--- src/rtl/vga_timing_gen_if.sv ---
// Bundle between the raster generator, its pixel source and the video pins.
// The generator side uses the master modport.
interface vga_timing_gen_if #(
  parameter int R_W = 5,
  parameter int G_W = 6,
  parameter int B_W = 5,
  parameter int X_W = 10,
  parameter int F_W = 8
);
  logic                   run;
  logic [R_W+G_W+B_W-1:0] color;
  logic [X_W-1:0]         x;
  logic [X_W-1:0]         y;
  logic                   req;
  logic                   hsync;
  logic                   vsync;
  logic                   de;
  logic [R_W-1:0]         red;
  logic [G_W-1:0]         green;
  logic [B_W-1:0]         blue;
  logic                   frame_start;
  logic                   line_start;
  logic [F_W-1:0]         frame_cnt;
  logic                   active;

  modport master (
    input  run, color,
    output x, y, req, hsync, vsync, de, red, green, blue,
           frame_start, line_start, frame_cnt, active
  );

  modport slave (
    output run, color,
    input  x, y, req, hsync, vsync, de, red, green, blue,
           frame_start, line_start, frame_cnt, active
  );
endinterface

--- src/rtl/vga_timing_gen.sv ---
// Parametrised raster timing generator: issues x/y pixel requests, absorbs the
// pixel-source latency (PIPE_LAT, 1..8) and drives registered, aligned sync/de/RGB.
module vga_timing_gen #(
  parameter int H_ACTIVE = 640,
  parameter int H_FRONT  = 16,
  parameter int H_PULSE  = 96,
  parameter int H_BACK   = 48,
  parameter int V_ACTIVE = 480,
  parameter int V_FRONT  = 10,
  parameter int V_PULSE  = 2,
  parameter int V_BACK   = 33,
  parameter int HS_POL   = 0,
  parameter int VS_POL   = 0,
  parameter int PIPE_LAT = 2,
  parameter int R_W      = 5,
  parameter int G_W      = 6,
  parameter int B_W      = 5,
  parameter int X_W      = 10,
  parameter int F_W      = 8
) (
  input  logic             clk,
  input  logic             rst_n,
  vga_timing_gen_if.master bus
);

  localparam int H_TOTAL = H_ACTIVE + H_FRONT + H_PULSE + H_BACK;
  localparam int V_TOTAL = V_ACTIVE + V_FRONT + V_PULSE + V_BACK;
  localparam int HC_W    = $clog2(H_TOTAL);
  localparam int VC_W    = $clog2(V_TOTAL);

  localparam logic [HC_W-1:0] H_VIS_END = HC_W'(H_ACTIVE);
  localparam logic [HC_W-1:0] HS_FIRST  = HC_W'(H_ACTIVE + H_FRONT);
  localparam logic [HC_W-1:0] HS_LAST   = HC_W'(H_ACTIVE + H_FRONT + H_PULSE - 1);
  localparam logic [HC_W-1:0] H_LAST    = HC_W'(H_TOTAL - 1);
  localparam logic [VC_W-1:0] V_VIS_END = VC_W'(V_ACTIVE);
  localparam logic [VC_W-1:0] VS_FIRST  = VC_W'(V_ACTIVE + V_FRONT);
  localparam logic [VC_W-1:0] VS_LAST   = VC_W'(V_ACTIVE + V_FRONT + V_PULSE - 1);
  localparam logic [VC_W-1:0] V_LAST    = VC_W'(V_TOTAL - 1);
  localparam logic            HS_ON     = 1'(HS_POL);
  localparam logic            VS_ON     = 1'(VS_POL);

  typedef enum logic [1:0] {S_IDLE, S_RUN, S_DRAIN} state_t;

  // Sync bits are carried active-high; polarity is applied only at the pins.
  typedef struct packed {
    logic hs;
    logic vs;
    logic de;
    logic fs;
    logic ls;
  } tap_t;

  state_t          r_state;
  state_t          w_state_nxt;
  logic [HC_W-1:0] r_h;
  logic [VC_W-1:0] r_v;
  logic [F_W-1:0]  r_frame_cnt;
  tap_t            r_dly [PIPE_LAT];
  tap_t            w_raw;
  tap_t            w_tap;
  logic            w_active;
  logic            w_h_last;
  logic            w_v_last;
  logic            w_eof;
  logic            w_h_vis;
  logic            w_v_vis;
  logic            r_hsync;
  logic            r_vsync;
  logic            r_de;
  logic            r_fs;
  logic            r_ls;
  logic [R_W-1:0]  r_red;
  logic [G_W-1:0]  r_green;
  logic [B_W-1:0]  r_blue;

  assign w_active = (r_state != S_IDLE);
  assign w_h_last = (r_h == H_LAST);
  assign w_v_last = (r_v == V_LAST);
  assign w_eof    = w_h_last && w_v_last;
  assign w_h_vis  = (r_h < H_VIS_END);
  assign w_v_vis  = (r_v < V_VIS_END);

  // NOTE: state registers use non-blocking assignments so every flop samples
  // pre-edge values regardless of the order the simulator evaluates blocks.
  always_ff @(posedge clk or negedge rst_n) begin
    if (!rst_n) r_state <= S_IDLE;
    else        r_state <= w_state_nxt;
  end

  // NOTE: the next state gets a default before the case so no path leaves it
  // unassigned, which would otherwise infer a latch.
  // Dropping run on the very last position stops cleanly instead of
  // scanning a whole extra frame in DRAIN.
  always_comb begin
    w_state_nxt = r_state;
    unique case (r_state)
      S_IDLE:  if (bus.run) w_state_nxt = S_RUN;
      S_RUN:   if (!bus.run) w_state_nxt = w_eof ? S_IDLE : S_DRAIN;
      S_DRAIN: begin
        if (bus.run)    w_state_nxt = S_RUN;
        else if (w_eof) w_state_nxt = S_IDLE;
      end
      default: w_state_nxt = S_IDLE;
    endcase
  end

  always_ff @(posedge clk or negedge rst_n) begin
    if (!rst_n) begin
      r_h         <= '0;
      r_v         <= '0;
      r_frame_cnt <= '0;
    end else if (w_active) begin
      if (w_h_last) begin
        r_h <= '0;
        if (w_v_last) begin
          r_v         <= '0;
          r_frame_cnt <= r_frame_cnt + 1'b1;
        end else begin
          r_v <= r_v + 1'b1;
        end
      end else begin
        r_h <= r_h + 1'b1;
      end
    end
  end

  always_comb begin
    w_raw    = '0;
    w_raw.de = w_active && w_h_vis && w_v_vis;
    w_raw.hs = w_active && (r_h >= HS_FIRST) && (r_h <= HS_LAST);
    w_raw.vs = w_active && (r_v >= VS_FIRST) && (r_v <= VS_LAST);
    w_raw.fs = w_active && (r_h == '0) && (r_v == '0);
    w_raw.ls = w_active && (r_h == '0) && w_v_vis;
  end

  // NOTE: the delay line is a handful of flops, not a RAM, so it is reset; a
  // stale de/sync bit would otherwise leak to the pins right after reset.
  always_ff @(posedge clk or negedge rst_n) begin
    if (!rst_n) begin
      for (int i = 0; i < PIPE_LAT; i++) r_dly[i] <= '0;
    end else begin
      r_dly[0] <= w_raw;
      for (int i = 1; i < PIPE_LAT; i++) r_dly[i] <= r_dly[i-1];
    end
  end

  assign w_tap = r_dly[PIPE_LAT-1];

  // The tap lines up with the colour returned for the same request, so both
  // land in the output register together.
  always_ff @(posedge clk or negedge rst_n) begin
    if (!rst_n) begin
      r_hsync <= ~HS_ON;
      r_vsync <= ~VS_ON;
      r_de    <= 1'b0;
      r_fs    <= 1'b0;
      r_ls    <= 1'b0;
      r_red   <= '0;
      r_green <= '0;
      r_blue  <= '0;
    end else begin
      r_hsync <= w_tap.hs ? HS_ON : ~HS_ON;
      r_vsync <= w_tap.vs ? VS_ON : ~VS_ON;
      r_de    <= w_tap.de;
      r_fs    <= w_tap.fs;
      r_ls    <= w_tap.ls;
      if (w_tap.de) {r_red, r_green, r_blue} <= bus.color;
      else          {r_red, r_green, r_blue} <= '0;
    end
  end

  assign bus.req         = w_raw.de;
  assign bus.x           = w_raw.de ? X_W'(r_h) : '0;
  assign bus.y           = w_raw.de ? X_W'(r_v) : '0;
  assign bus.hsync       = r_hsync;
  assign bus.vsync       = r_vsync;
  assign bus.de          = r_de;
  assign bus.red         = r_red;
  assign bus.green       = r_green;
  assign bus.blue        = r_blue;
  assign bus.frame_start = r_fs;
  assign bus.line_start  = r_ls;
  assign bus.frame_cnt   = r_frame_cnt;
  assign bus.active      = w_active;

endmodule

--- src/flat_wrapper.sv ---
// flat-port wrapper written by rule: the top's interface ports become plain ports
module vga_timing_gen_flat 
#(
  parameter int H_ACTIVE = 640,
  parameter int H_FRONT  = 16,
  parameter int H_PULSE  = 96,
  parameter int H_BACK   = 48,
  parameter int V_ACTIVE = 480,
  parameter int V_FRONT  = 10,
  parameter int V_PULSE  = 2,
  parameter int V_BACK   = 33,
  parameter int HS_POL   = 0,
  parameter int VS_POL   = 0,
  parameter int PIPE_LAT = 2,
  parameter int R_W      = 5,
  parameter int G_W      = 6,
  parameter int B_W      = 5,
  parameter int X_W      = 10,
  parameter int F_W      = 8
)
  (clk, rst_n, bus_run, bus_color, bus_x, bus_y, bus_req, bus_hsync, bus_vsync, bus_de, bus_red, bus_green, bus_blue, bus_frame_start, bus_line_start, bus_frame_cnt, bus_active);
  vga_timing_gen_if #(.R_W(R_W), .G_W(G_W), .B_W(B_W), .X_W(X_W), .F_W(F_W)) bus_i ();
  input  logic clk;
  input  logic rst_n;
  input wire logic [$bits(bus_i.run)-1:0] bus_run;
  input wire logic [$bits(bus_i.color)-1:0] bus_color;
  output wire logic [$bits(bus_i.x)-1:0] bus_x;
  output wire logic [$bits(bus_i.y)-1:0] bus_y;
  output wire logic [$bits(bus_i.req)-1:0] bus_req;
  output wire logic [$bits(bus_i.hsync)-1:0] bus_hsync;
  output wire logic [$bits(bus_i.vsync)-1:0] bus_vsync;
  output wire logic [$bits(bus_i.de)-1:0] bus_de;
  output wire logic [$bits(bus_i.red)-1:0] bus_red;
  output wire logic [$bits(bus_i.green)-1:0] bus_green;
  output wire logic [$bits(bus_i.blue)-1:0] bus_blue;
  output wire logic [$bits(bus_i.frame_start)-1:0] bus_frame_start;
  output wire logic [$bits(bus_i.line_start)-1:0] bus_line_start;
  output wire logic [$bits(bus_i.frame_cnt)-1:0] bus_frame_cnt;
  output wire logic [$bits(bus_i.active)-1:0] bus_active;
  assign bus_i.run = bus_run;
  assign bus_i.color = bus_color;
  assign bus_x = bus_i.x;
  assign bus_y = bus_i.y;
  assign bus_req = bus_i.req;
  assign bus_hsync = bus_i.hsync;
  assign bus_vsync = bus_i.vsync;
  assign bus_de = bus_i.de;
  assign bus_red = bus_i.red;
  assign bus_green = bus_i.green;
  assign bus_blue = bus_i.blue;
  assign bus_frame_start = bus_i.frame_start;
  assign bus_line_start = bus_i.line_start;
  assign bus_frame_cnt = bus_i.frame_cnt;
  assign bus_active = bus_i.active;
  vga_timing_gen #(.H_ACTIVE(H_ACTIVE), .H_FRONT(H_FRONT), .H_PULSE(H_PULSE), .H_BACK(H_BACK), .V_ACTIVE(V_ACTIVE), .V_FRONT(V_FRONT), .V_PULSE(V_PULSE), .V_BACK(V_BACK), .HS_POL(HS_POL), .VS_POL(VS_POL), .PIPE_LAT(PIPE_LAT), .R_W(R_W), .G_W(G_W), .B_W(B_W), .X_W(X_W), .F_W(F_W)) u_core (.clk(clk), .rst_n(rst_n), .bus(bus_i));
endmodule
--- config.mk ---
export PLATFORM = sky130hd
export DESIGN_NAME = vga_timing_gen_flat
export DESIGN_NICKNAME = d
export VERILOG_FILES = /design/src/rtl/vga_timing_gen_if.sv /design/src/rtl/vga_timing_gen.sv /design/src/flat_wrapper.sv
export SDC_FILE = /design/constraint.sdc
export NUM_CORES = 1
export LEC_CHECK = 0
export ABC_CLOCK_PERIOD_IN_PS = 2500
export CORE_MARGIN = 2
export CORE_UTILIZATION = 30
export CTS_CLUSTER_DIAMETER = 40
export DETAILED_ROUTE_END_ITERATION = 10
export MAX_ROUTING_LAYER = met4
export PLACE_DENSITY = 0.56
export SYNTH_ARGS = -nofsm -noshare
export SYNTH_HDL_FRONTEND = slang
export SYNTH_SLANG_ARGS = --single-unit
--- constraint.sdc ---
create_clock -name clk -period 2.5 [get_ports clk]
set_input_delay 0.5 -clock clk [delete_from_list [all_inputs] [get_ports clk]]
set_output_delay 0.5 -clock clk [all_outputs]
set_load 0.05 [all_outputs]
==> impl_metrics.tcl, run 1 <==
set metrics [dict create \
    path_clk_slew_ns 0.08 \
    crit_arrival_ns 1.77 \
    muxShareOfSynthArea 0.00424 \
    avgSynthCellArea_um2 11.3 \
    wl_per_cell_um 13.5 \
    synthToLayoutAreaGrowth_pct 46.0 \
    syn_inst 235 \
    finClkSkew_ns 0.0119 \
    async_flop_share 1.00 \
    end_kind "output pin" \
    grt_max_degree 37 \
    synth-seq-area-share 0.576 \
    worst_pin_slew_ns 0.631 \
    yosys_warnings 0 \
    peakVddDrop_uv 334 \
    synth-xor-area-share 0.0528 \
    nets 333 \
    cpPeakStageDelay_ns 0.40 \
    clkLatencyLatePin_ns 0.34 \
    dr.pass1.iters 4 \
    vias_per_cell 4.59 \
    gr-total-overflow 0 \
    ctsHtreeMaxLevel 3 \
    antennaDiodeCount 0 \
    dieWidth_um 98.1 \
    mostFrequentLayoutCell "dfrtp_1" \
    drt_iter0_markers 94 \
    maxSlewHeadroom 0.580 \
    drv_cap 0 \
    grt_first_pass_wirelength_mm 9.72 \
    synth_cell_types 42 \
    power.leakage_nw 1.76 \
    numCtsBuffers 9 \
    p_sw_frac 0.326 \
    antenna_found_initial 0 \
    fin_crit_sh 0.908 \
    clock-sinks 61 \
    gr-usage-all-layers 0.130 \
    clk_path_buf_depth 2 \
    cts_hold_buf 0 \
    p_seq_frac 0.432 \
    p_sw_mw 0.899 \
    pwr-share-clk 0.325 \
    worstPathRequired_ns 2.00 \
    dieArea_mm2 0.00961 \
    cts_tree "built" \
    synth_top_family_by_area "simple AND/OR/NAND/NOR gates" \
    period_minus_slack_ns 2.27 \
    dieHeight_um 98.1 \
    std_cell_rows 34 \
    io_pins 70 \
    syn-cell-area_mm2 0.00265 \
    start_util 0.307 \
    synthAdderAreaFrac 0.0236 \
    pwr-share-comb 0.244 \
    numPortBuffers 68 \
    yosys.area_share.simple 0.231 \
    syn_nets 259 \
    crit_path_max_fanout 21 \
    synth_compound_area_frac 0.0712 \
    synth_edf_count 0 \
    final_layout_size_suffix_gt1_frac 0.172 \
    p_int_mw 1.86 \
    drcViolationCount 0 \
    rsz0062_at_grt "no" \
    yosys_most_used_dff "dfrtp_1" \
    hold_viol_final 0 \
    dpl_worst_slack_ns 0.221 \
    root_buffer "clkbuf_8" \
    min_path_type "in2async" \
    status "completed" \
    grt_pass1_vias 1895 \
    route.vias.total 1939 \
    routed_wl_mm 5.72 \
    cp_slowest_cell "dfrtp_1" \
    ant_nets 0 \
    fmax_ghz 0.441 \
    path_cells "nor2_1, nor2_1, and3_4, and2_1, buf_12" \
    gp_congestion 0.803 \
    critPathMostFrequentCell "nor2_1" \
    seq_area_mm2 0.00153 \
    ys_ff_latch 61 \
    multi_input_area_mm2 0.00103 \
    dp_hpwl_mm 4.06 \
    power_density_mw_per_mm2 712 \
    setup_violations 0 \
    final_cell_mix "59 x dfrtp_1, 46 x clkdlybuf4s50_1, 35 x and2_1" \
    core_mm2 0.00864 \
    setup_tns_ns 0 \
    post-cts-setup-buffer-count 0 \
    cp-start-kind "flip-flop" \
    worstSetupPathType "reg2out" \
    slew_violations 0 \
    nFillCells 791 \
    setup_ws_ns 0.231 \
]
## critical path, delay by kind of cell, from the launching register on
family,cells,cell delay (ns)
flops,1,0.40
buf+inv,1,0.15
simple gates,4,0.88
## flip-flops by register name (all words and copies together), names as in the netlist
register                count
u_core.bus.blue             5
u_core.bus.de               1
u_core.bus.frame_cnt        8
u_core.bus.frame_start      1
u_core.bus.green            6
u_core.bus.hsync            1
u_core.bus.line_start       1
u_core.bus.red              5
u_core.bus.vsync            1
u_core.r_dly               10
u_core.r_h                 10
u_core.r_state              2
u_core.r_v                 10
## synthesized netlist by cell type, drive strengths merged, types with 2 or more instances
master,n,area [um2]
a31oi,2,12.5
nor4,8,50.1
buf,4,35.0
a21o,2,15.0
nand2,10,37.5
inv,9,33.8
nor3,5,25.0
ha,5,62.6
and3,9,56.3
xnor2,6,52.6
nand3,9,50.1
clkbuf,8,35.0
nor2,10,37.5
o21ai,9,45.0
xor2,10,87.6
nand4,6,37.5
and2,36,226
a22o,5,45.0
dfrtp,59,1480
a2111oi,2,17.5
nor4b,3,26.3
dfstp,2,52.6
nor2b,4,25.0
## layer usage
metal  vias to the layer above  global-route usage  routed length [um]
met3                         5              0.0344                 220
li1                        952                   -                   -
met2                        40               0.189                2760
met5                         -                   -                   0
met1                       942               0.173                2650
met4                         0              0.0513                  83
## power by group through the flow
stage	combinational [mW]	clock, mW	sequential [mW]
4_1_cts	0.680	0.926	1.19
3_3_place_gp	0.676	0	1.21
2_1_floorplan	0.356	0	1.24
3_5_place_dp	0.677	0	1.21
5_1_grt	0.714	0.977	1.21
6_report	0.672	0.896	1.19
## cell families after synthesis
| logic type | count (synthesis) |
|---|---|
| other | 1 |
| AND/OR/NAND/NOR | 105 |
| multiplexers | 1 |
| AO/OA/AOI/OAI | 25 |
| flip-flops | 61 |
| XOR/XNOR | 16 |
| buffers and inverters | 21 |
| adder cells (fa/ha/maj) | 5 |
## final timing paths
| path | from | endpoint | slack (ns) | cells past startpoint |
|---|---|---|---|---|
| hold / removal | rst_n | u_core.bus.blue[0] | 0.17 | 1 |
| setup reg to reg | u_core.r_h[0] | u_core.bus.frame_cnt[1] | 0.28 | 5 |
| min in group clk | u_core.r_dly[9] | u_core.r_dly[4] | 0.35 | 0 |
| hold reg to reg | u_core.r_dly[9] | u_core.r_dly[4] | 0.35 | 0 |
| setup / recovery | u_core.r_state[1] | bus_x[9] | 0.23 | 5 |
| max in group asynchronous | rst_n | u_core.bus.hsync | 1.64 | 2 |
## area by class of cell
type	count	share of cell area
clock buffers	10	0.0355
clock inverters	6	0.0181
inverters	9	0.00872
multi-input cells	153	0.265
flip-flops and latches	61	0.395
well taps	108	0.0349
repair buffers	75	0.243
## repair_timing
action	CTS	global route
cloned	0	0
resized for setup	1	2
pin swaps	0	0
setup endpoints to repair	19	11
## stage by stage
stage / hold WS (ns) / utilization / std cells / area (um2) / total power [mW]
2_1_floorplan: 0.204 / - / 235 / 2650 / 1.59
3_3_place_gp: 0.331 / 0.424 / 406 / 3660 / 1.89
3_5_place_dp: 0.335 / 0.424 / 406 / 3660 / 1.89
4_1_cts: 0.190 / 0.448 / 422 / 3870 / 2.80
5_1_grt: 0.196 / 0.449 / 422 / 3870 / 2.90
6_report: 0.171 / 0.449 / 422 / 3870 / 2.76
Note: power is estimated with default switching activity, not from simulation.
==> inputs of run 2 (changes only) <==
--- a/config.mk
+++ b/config.mk
@@ -5,13 +5,13 @@
 export SDC_FILE = /design/constraint.sdc
 export NUM_CORES = 1
 export LEC_CHECK = 0
-export ABC_CLOCK_PERIOD_IN_PS = 2500
+export ABC_CLOCK_PERIOD_IN_PS = 1850
 export CORE_MARGIN = 2
 export CORE_UTILIZATION = 30
 export CTS_CLUSTER_DIAMETER = 40
 export DETAILED_ROUTE_END_ITERATION = 10
 export MAX_ROUTING_LAYER = met4
-export PLACE_DENSITY = 0.56
+export PLACE_DENSITY = 0.58
 export SYNTH_ARGS = -nofsm -noshare
 export SYNTH_HDL_FRONTEND = slang
 export SYNTH_SLANG_ARGS = --single-unit
==> constraint.sdc (replaced) <==
create_clock -name clk -period 1.85 [get_ports clk]
set_input_delay 0.37 -clock clk [delete_from_list [all_inputs] [get_ports clk]]
set_output_delay 0.37 -clock clk [all_outputs]
set_load 0.05 [all_outputs]
==> run 2 against run 1 <==
Compared with the run above: non-clock buffer count is 43 higher; critical path depth unchanged; highest routed layer unchanged; clock power rose by 17%; first-iteration DRC count is 35% higher; the flow now finishes with violations (negative setup slack); routed wire length up 20%; combinational power grew 83%.
==> impl_metrics.tcl, run 2 (synthesis gave the netlist of run 1 again) <==
set metrics [dict create \
    pwr-share-clk 0.275 \
    worst_pin_slew_ns 0.512 \
    nets 377 \
    cpPeakStageDelay_ns 0.42 \
    route.vias.total 2189 \
    grt_first_pass_wirelength_mm 11.0 \
    drcViolationCount 0 \
    maxSlewHeadroom 0.658 \
    finalInstanceArea_mm2 0.00440 \
    final_cell_mix "58 x buf_4, 58 x dfrtp_1, 22 x buf_12" \
    grt_max_degree 62 \
    ant_nets 0 \
    antennaDiodeCount 0 \
    final_layout_size_suffix_gt1_frac 0.409 \
    fin_crit_sh 1.05 \
    cp-start-kind "flip-flop" \
    gp_congestion 0.814 \
    gr-total-overflow 0 \
    start_util 0.307 \
    dp_hpwl_mm 4.43 \
    io_pins 70 \
    gr-usage-all-layers 0.149 \
    dieArea_mm2 0.00961 \
    synthToLayoutAreaGrowth_pct 65.9 \
    dpl-instance-area_mm2 0.00389 \
    numCtsBuffers 9 \
    dieHeight_um 98.1 \
    p_int_mw 2.56 \
    cp_slowest_cell "dfrtp_1" \
    nFillCells 778 \
    hold-worst-slack_ns 0.0332 \
    p_total_mw 3.81 \
    cts_tree "built" \
    routed_wl_mm 6.87 \
    p_seq_frac 0.403 \
    path_cells "o21ai_2, and3_4, buf_8, and2_4, buf_12" \
    setup_violations 21 \
    antenna_found_initial 0 \
    clk_path_buf_depth 2 \
    p_sw_frac 0.329 \
    crit_path_max_fanout 11 \
    grt_pass1_vias 2196 \
    worstSetupPathType "reg2out" \
    std_cell_rows 34 \
    crit_family "flip-flops" \
    period_minus_slack_ns 1.95 \
    drt_iter0_markers 127 \
    rsz0062_at_grt "yes" \
    hold_viol_final 0 \
    crit_arrival_ns 1.58 \
    path_buf_inv 2 \
    end_kind "output pin" \
    violations "negative setup slack" \
    power_density_mw_per_mm2 865 \
    clkLatencyLatePin_ns 0.34 \
    dr.pass1.iters 4 \
    core_mm2 0.00864 \
    ctsHtreeMaxLevel 3 \
    worstPathRequired_ns 1.48 \
    peakVddDrop_uv 531 \
    p_sw_mw 1.25 \
    drv_cap 0 \
    biggestRegsByFlops "u_core.r_dly x10, u_core.r_h x10, u_core.r_v x10" \
    finClkSkew_ns 0.0120 \
    pwr-share-comb 0.322 \
    setup_tns_ns -1.73 \
    numPortBuffers 68 \
    fmax_ghz 0.513 \
    setup_ws_ns -0.0996 \
    clock-sinks 61 \
    slew_violations 0 \
    wl_per_cell_um 14.8 \
    root_buffer "clkbuf_8" \
    min_path_type "in2async" \
    dieWidth_um 98.1 \
    vias_per_cell 4.71 \
    power.leakage_nw 2.27 \
    dpl_worst_slack_ns -0.0684 \
    status "complete, but fails checks" \
    path_clk_slew_ns 0.07 \
]
[run 2: cell count changes in the layout (fill, tap and decap cells not counted), moves of 4 or more]
| cell | delta |
|---|---|
| nor4_4 | +4 |
| buf_4 | +52 |
| dlymetal6s2s_1 | +11 |
| nor4_1 | -5 |
| nor2_1 | -4 |
| o21ai_0 | -4 |
| and2_4 | +19 |
| clkdlybuf4s50_1 | -28 |
| and2_1 | -18 |
[run 2: worst paths after layout]
| kind | startpoint | end | slack, ns | cells after the start |
|---|---|---|---|---|
| worst min register to register | u_core.r_dly[9] | u_core.r_dly[4] | 0.34 | 0 |
| worst max register to register | u_core.r_h[7] | u_core.bus.frame_cnt[6] | -0.02 | 5 |
| worst min-delay path | rst_n | u_core.bus.frame_cnt[6] | 0.03 | 2 |
| min in group clk | u_core.r_dly[9] | u_core.r_dly[4] | 0.34 | 0 |
| worst max-delay path | u_core.r_h[8] | bus_y[4] | -0.1 | 5 |
| max in group asynchronous | rst_n | u_core.bus.vsync | 1.49 | 2 |
[run 2: timing repair]
| item | 4_1_cts | 5_1_grt |
|---|---|---|
| buffers inserted | 6 | 8 |
| resized for setup | 31 | 38 |
| hold buffers | 0 | 0 |
| setup endpoints to repair | 31 | 53 |
| gates cloned | 1 | 1 |
| pin swaps | 3 | 14 |
[run 2: layout make-up]
| class | instances | area (um2) | share of cell area |
|---|---|---|---|
| inverters | 9 | 33.8 | 0.00767 |
| clock buffers | 13 | 159 | 0.0361 |
| well taps | 108 | 135 | 0.0307 |
| multi-input cells | 154 | 1250 | 0.284 |
| clock inverters | 2 | 10.0 | 0.00227 |
| repair buffers | 118 | 1280 | 0.292 |
| flip-flops and latches | 61 | 1530 | 0.348 |
[run 2: power groups by stage]
stage	registers [mW]	logic, mW	clock network, mW
after global routing	1.55	1.30	1.15
after global placement	1.56	1.13	0
after CTS	1.54	1.21	1.08
after floorplan	1.68	0.497	0
after detailed placement	1.56	1.15	0
final	1.54	1.23	1.05
[run 2: per-stage QoR]
stage | cells | util
5_1_grt | 465 | 0.510
3_3_place_gp | 434 | 0.450
2_1_floorplan | 235 | -
3_5_place_dp | 434 | 0.450
4_1_cts | 456 | 0.486
6_report | 465 | 0.510
[run 2: per-layer routing]
| layer | routed length [um] | up-vias | track usage | share of wire |
|---|---|---|---|---|
| met4 | 87 | 0 | 0.0598 | 0.013 |
| met5 | 0 | - | - | 0 |
| met3 | 384 | 9 | 0.0422 | 0.056 |
| li1 | - | 1043 | - | - |
| met1 | 3090 | 1070 | 0.194 | 0.45 |
| met2 | 3310 | 67 | 0.220 | 0.48 |
==> inputs of run 3 (changes only) <==
--- a/config.mk
+++ b/config.mk
@@ -5,13 +5,13 @@
 export SDC_FILE = /design/constraint.sdc
 export NUM_CORES = 1
 export LEC_CHECK = 0
-export ABC_CLOCK_PERIOD_IN_PS = 1850
+export ABC_CLOCK_PERIOD_IN_PS = 2100
 export CORE_MARGIN = 2
 export CORE_UTILIZATION = 30
 export CTS_CLUSTER_DIAMETER = 40
 export DETAILED_ROUTE_END_ITERATION = 10
 export MAX_ROUTING_LAYER = met4
-export PLACE_DENSITY = 0.58
+export PLACE_DENSITY = 0.56
 export SYNTH_ARGS = -nofsm -noshare
 export SYNTH_HDL_FRONTEND = slang
 export SYNTH_SLANG_ARGS = --single-unit
==> constraint.sdc (replaced) <==
create_clock -name clk -period 2.1 [get_ports clk]
set_input_delay 0.42 -clock clk [delete_from_list [all_inputs] [get_ports clk]]
set_output_delay 0.42 -clock clk [all_outputs]
set_load 0.05 [all_outputs]
==> run 3 against run 2 <==
Compared with the run above: first-iteration DRC count shrank 3.1%; setup slack improved by 0.17 ns; via count is 4.8% lower; clock skew down 0.0063 ns; global-route usage decreased by 1.5 points; final area down 7.8%; die area unchanged; non-clock buffer count shrank 24; combinational power shrank 21%; sequential cell count did not move; clock power barely moved; sequential power shrank 11%; the run now ends clean.
==> impl_metrics.tcl, run 3 (synthesis gave the netlist of run 1 again) <==
set metrics [dict create \
    std_cell_rows 34 \
    top_usage_layer "met1" \
    final_layout_size_suffix_gt1_frac 0.273 \
    grt_pass1_vias 2017 \
    fin_cells 441 \
    clock-sinks 61 \
    antenna_found_initial 0 \
    path_clk_slew_ns 0.07 \
    rsz0062_at_grt "yes" \
    p_sw_mw 1.07 \
    nFillCells 788 \
    drt_iter0_markers 123 \
    end_kind "output pin" \
    routed_wl_mm 6.05 \
    wl_per_cell_um 13.7 \
    worst_pin_slew_ns 0.539 \
    root_buffer "clkbuf_8" \
    synthToLayoutAreaGrowth_pct 52.9 \
    setup_violations 0 \
    drcViolationCount 0 \
    gr-usage-all-layers 0.135 \
    power_density_mw_per_mm2 828 \
    grt_use_met2 0.183 \
    power.leakage_nw 1.84 \
    dp_hpwl_mm 4.15 \
    p_total_mw 3.36 \
    period_minus_slack_ns 2.03 \
    status "completed" \
    grt_max_degree 62 \
    clkLatencyLatePin_ns 0.33 \
    p_sw_frac 0.318 \
    clk_path_buf_depth 2 \
    peakVddDrop_uv 422 \
    hold-worst-slack_ns 0.0816 \
    dieWidth_um 98.1 \
    min_path_type "in2async" \
    worstSetupPathType "reg2out" \
    p_seq_frac 0.408 \
    p_int_mw 2.29 \
    dieArea_mm2 0.00961 \
    ant_nets 0 \
    finClkSkew_ns 0.00567 \
    drv_cap 0 \
    route.vias.total 2084 \
    hold_viol_final 0 \
    place_inst 417 \
    nets 352 \
    gr-usage-met3 0.0358 \
    worstPathRequired_ns 1.68 \
    maxSlewHeadroom 0.637 \
    vias_per_cell 4.73 \
    antennaDiodeCount 0 \
    grt_first_pass_wirelength_mm 10.1 \
    dpl-instance-area_mm2 0.00373 \
    dr.pass1.iters 4 \
    finalInstanceArea_mm2 0.00406 \
    slew_violations 0 \
    crit_path_max_fanout 8 \
    numPortBuffers 68 \
    fmax_ghz 0.492 \
    crit_arrival_ns 1.61 \
    cp-start-kind "flip-flop" \
    pwr-share-clk 0.304 \
    final_cell_mix "56 x dfrtp_1, 44 x clkdlybuf4s50_1, 28 x and2_1" \
    biggestRegsByFlops "u_core.r_dly x10, u_core.r_h x10, u_core.r_v x10" \
    cts_tree "built" \
    io_pins 70 \
    gr-total-overflow 0 \
    pwr-share-comb 0.288 \
    core_mm2 0.00864 \
    start_util 0.307 \
    numCtsBuffers 9 \
    dieHeight_um 98.1 \
    gp_congestion 0.810 \
    fin_crit_sh 0.967 \
    mostFrequentLayoutCell "dfrtp_1" \
    grtUsageMet1 0.184 \
    ctsHtreeMaxLevel 3 \
]
==> run 3: final cells by class <==
class	count	area, um2	share of cell area
clock inverters	4	47.5	0.0117
multi-input cells	153	1080	0.267
repair buffers	94	1080	0.266
clock buffers	12	145	0.0358
well taps	108	135	0.0333
flip-flops and latches	61	1530	0.378
inverters	9	33.8	0.00833
==> run 3: final timing paths <==
| kind | depth (start not counted) | startpoint | slack (ns) | to |
|---|---|---|---|---|
| min in group clk | 0 | u_core.r_dly[7] | 0.35 | u_core.r_dly[2] |
| max in group asynchronous | 2 | rst_n | 1.71 | u_core.bus.hsync |
| worst min-delay path | 2 | rst_n | 0.08 | u_core.bus.green[5] |
| worst min register to register | 0 | u_core.r_dly[7] | 0.35 | u_core.r_dly[2] |
| worst max-delay path | 6 | u_core.r_state[0] | 0.07 | bus_y[0] |
| worst max register to register | 5 | u_core.r_h[1] | 0.09 | u_core.r_v[3] |
==> run 3: power by group through the flow <==
| stage | Clock, mW | Combinational (mW) | Sequential [mW] |
|---|---|---|---|
| final | 1.02 | 0.969 | 1.37 |
| after global placement | 0 | 0.928 | 1.38 |
| after global routing | 1.10 | 1.03 | 1.38 |
| after floorplan | 0 | 0.424 | 1.47 |
| after CTS | 1.05 | 0.943 | 1.36 |
| after detailed placement | 0 | 0.930 | 1.38 |
==> run 3: timing repair <==
item / 4_1_cts / 5_1_grt
hold buffers: 0 / 0
endpoints found under the setup margin: 19 / 26
cloned: 0 / 0
buffers inserted: 5 / 3
resized for setup: 5 / 17
pin swaps: 0 / 2
==> run 3: critical path, stage by stage (launching register included) <==
cell	delay (ns)
dfrtp_1	0.40
nor2_2	0.14
nor2_2	0.06
and3_4	0.19
buf_4	0.16
and2_1	0.18
buf_12	0.15
==> run 3: layer usage <==
| metal | vias up | wire length (um) |
|---|---|---|
| li1 | 988 | - |
| met1 | 999 | 2820 |
| met2 | 84 | 2680 |
| met3 | 13 | 406 |
| met4 | 0 | 142 |
| met5 | - | 0 |
==> run 3: per-stage QoR <==
step / TNS (ns) / setup slack, ns / utilization
after floorplan: 0 / 0.0122 / -
after global placement: 0 / 0.151 / 0.432
after detailed placement: 0 / 0.0760 / 0.432
after CTS: -0.0316 / -0.00813 / 0.460
after global routing: -0.101 / -0.0421 / 0.470
final: 0 / 0.0683 / 0.470
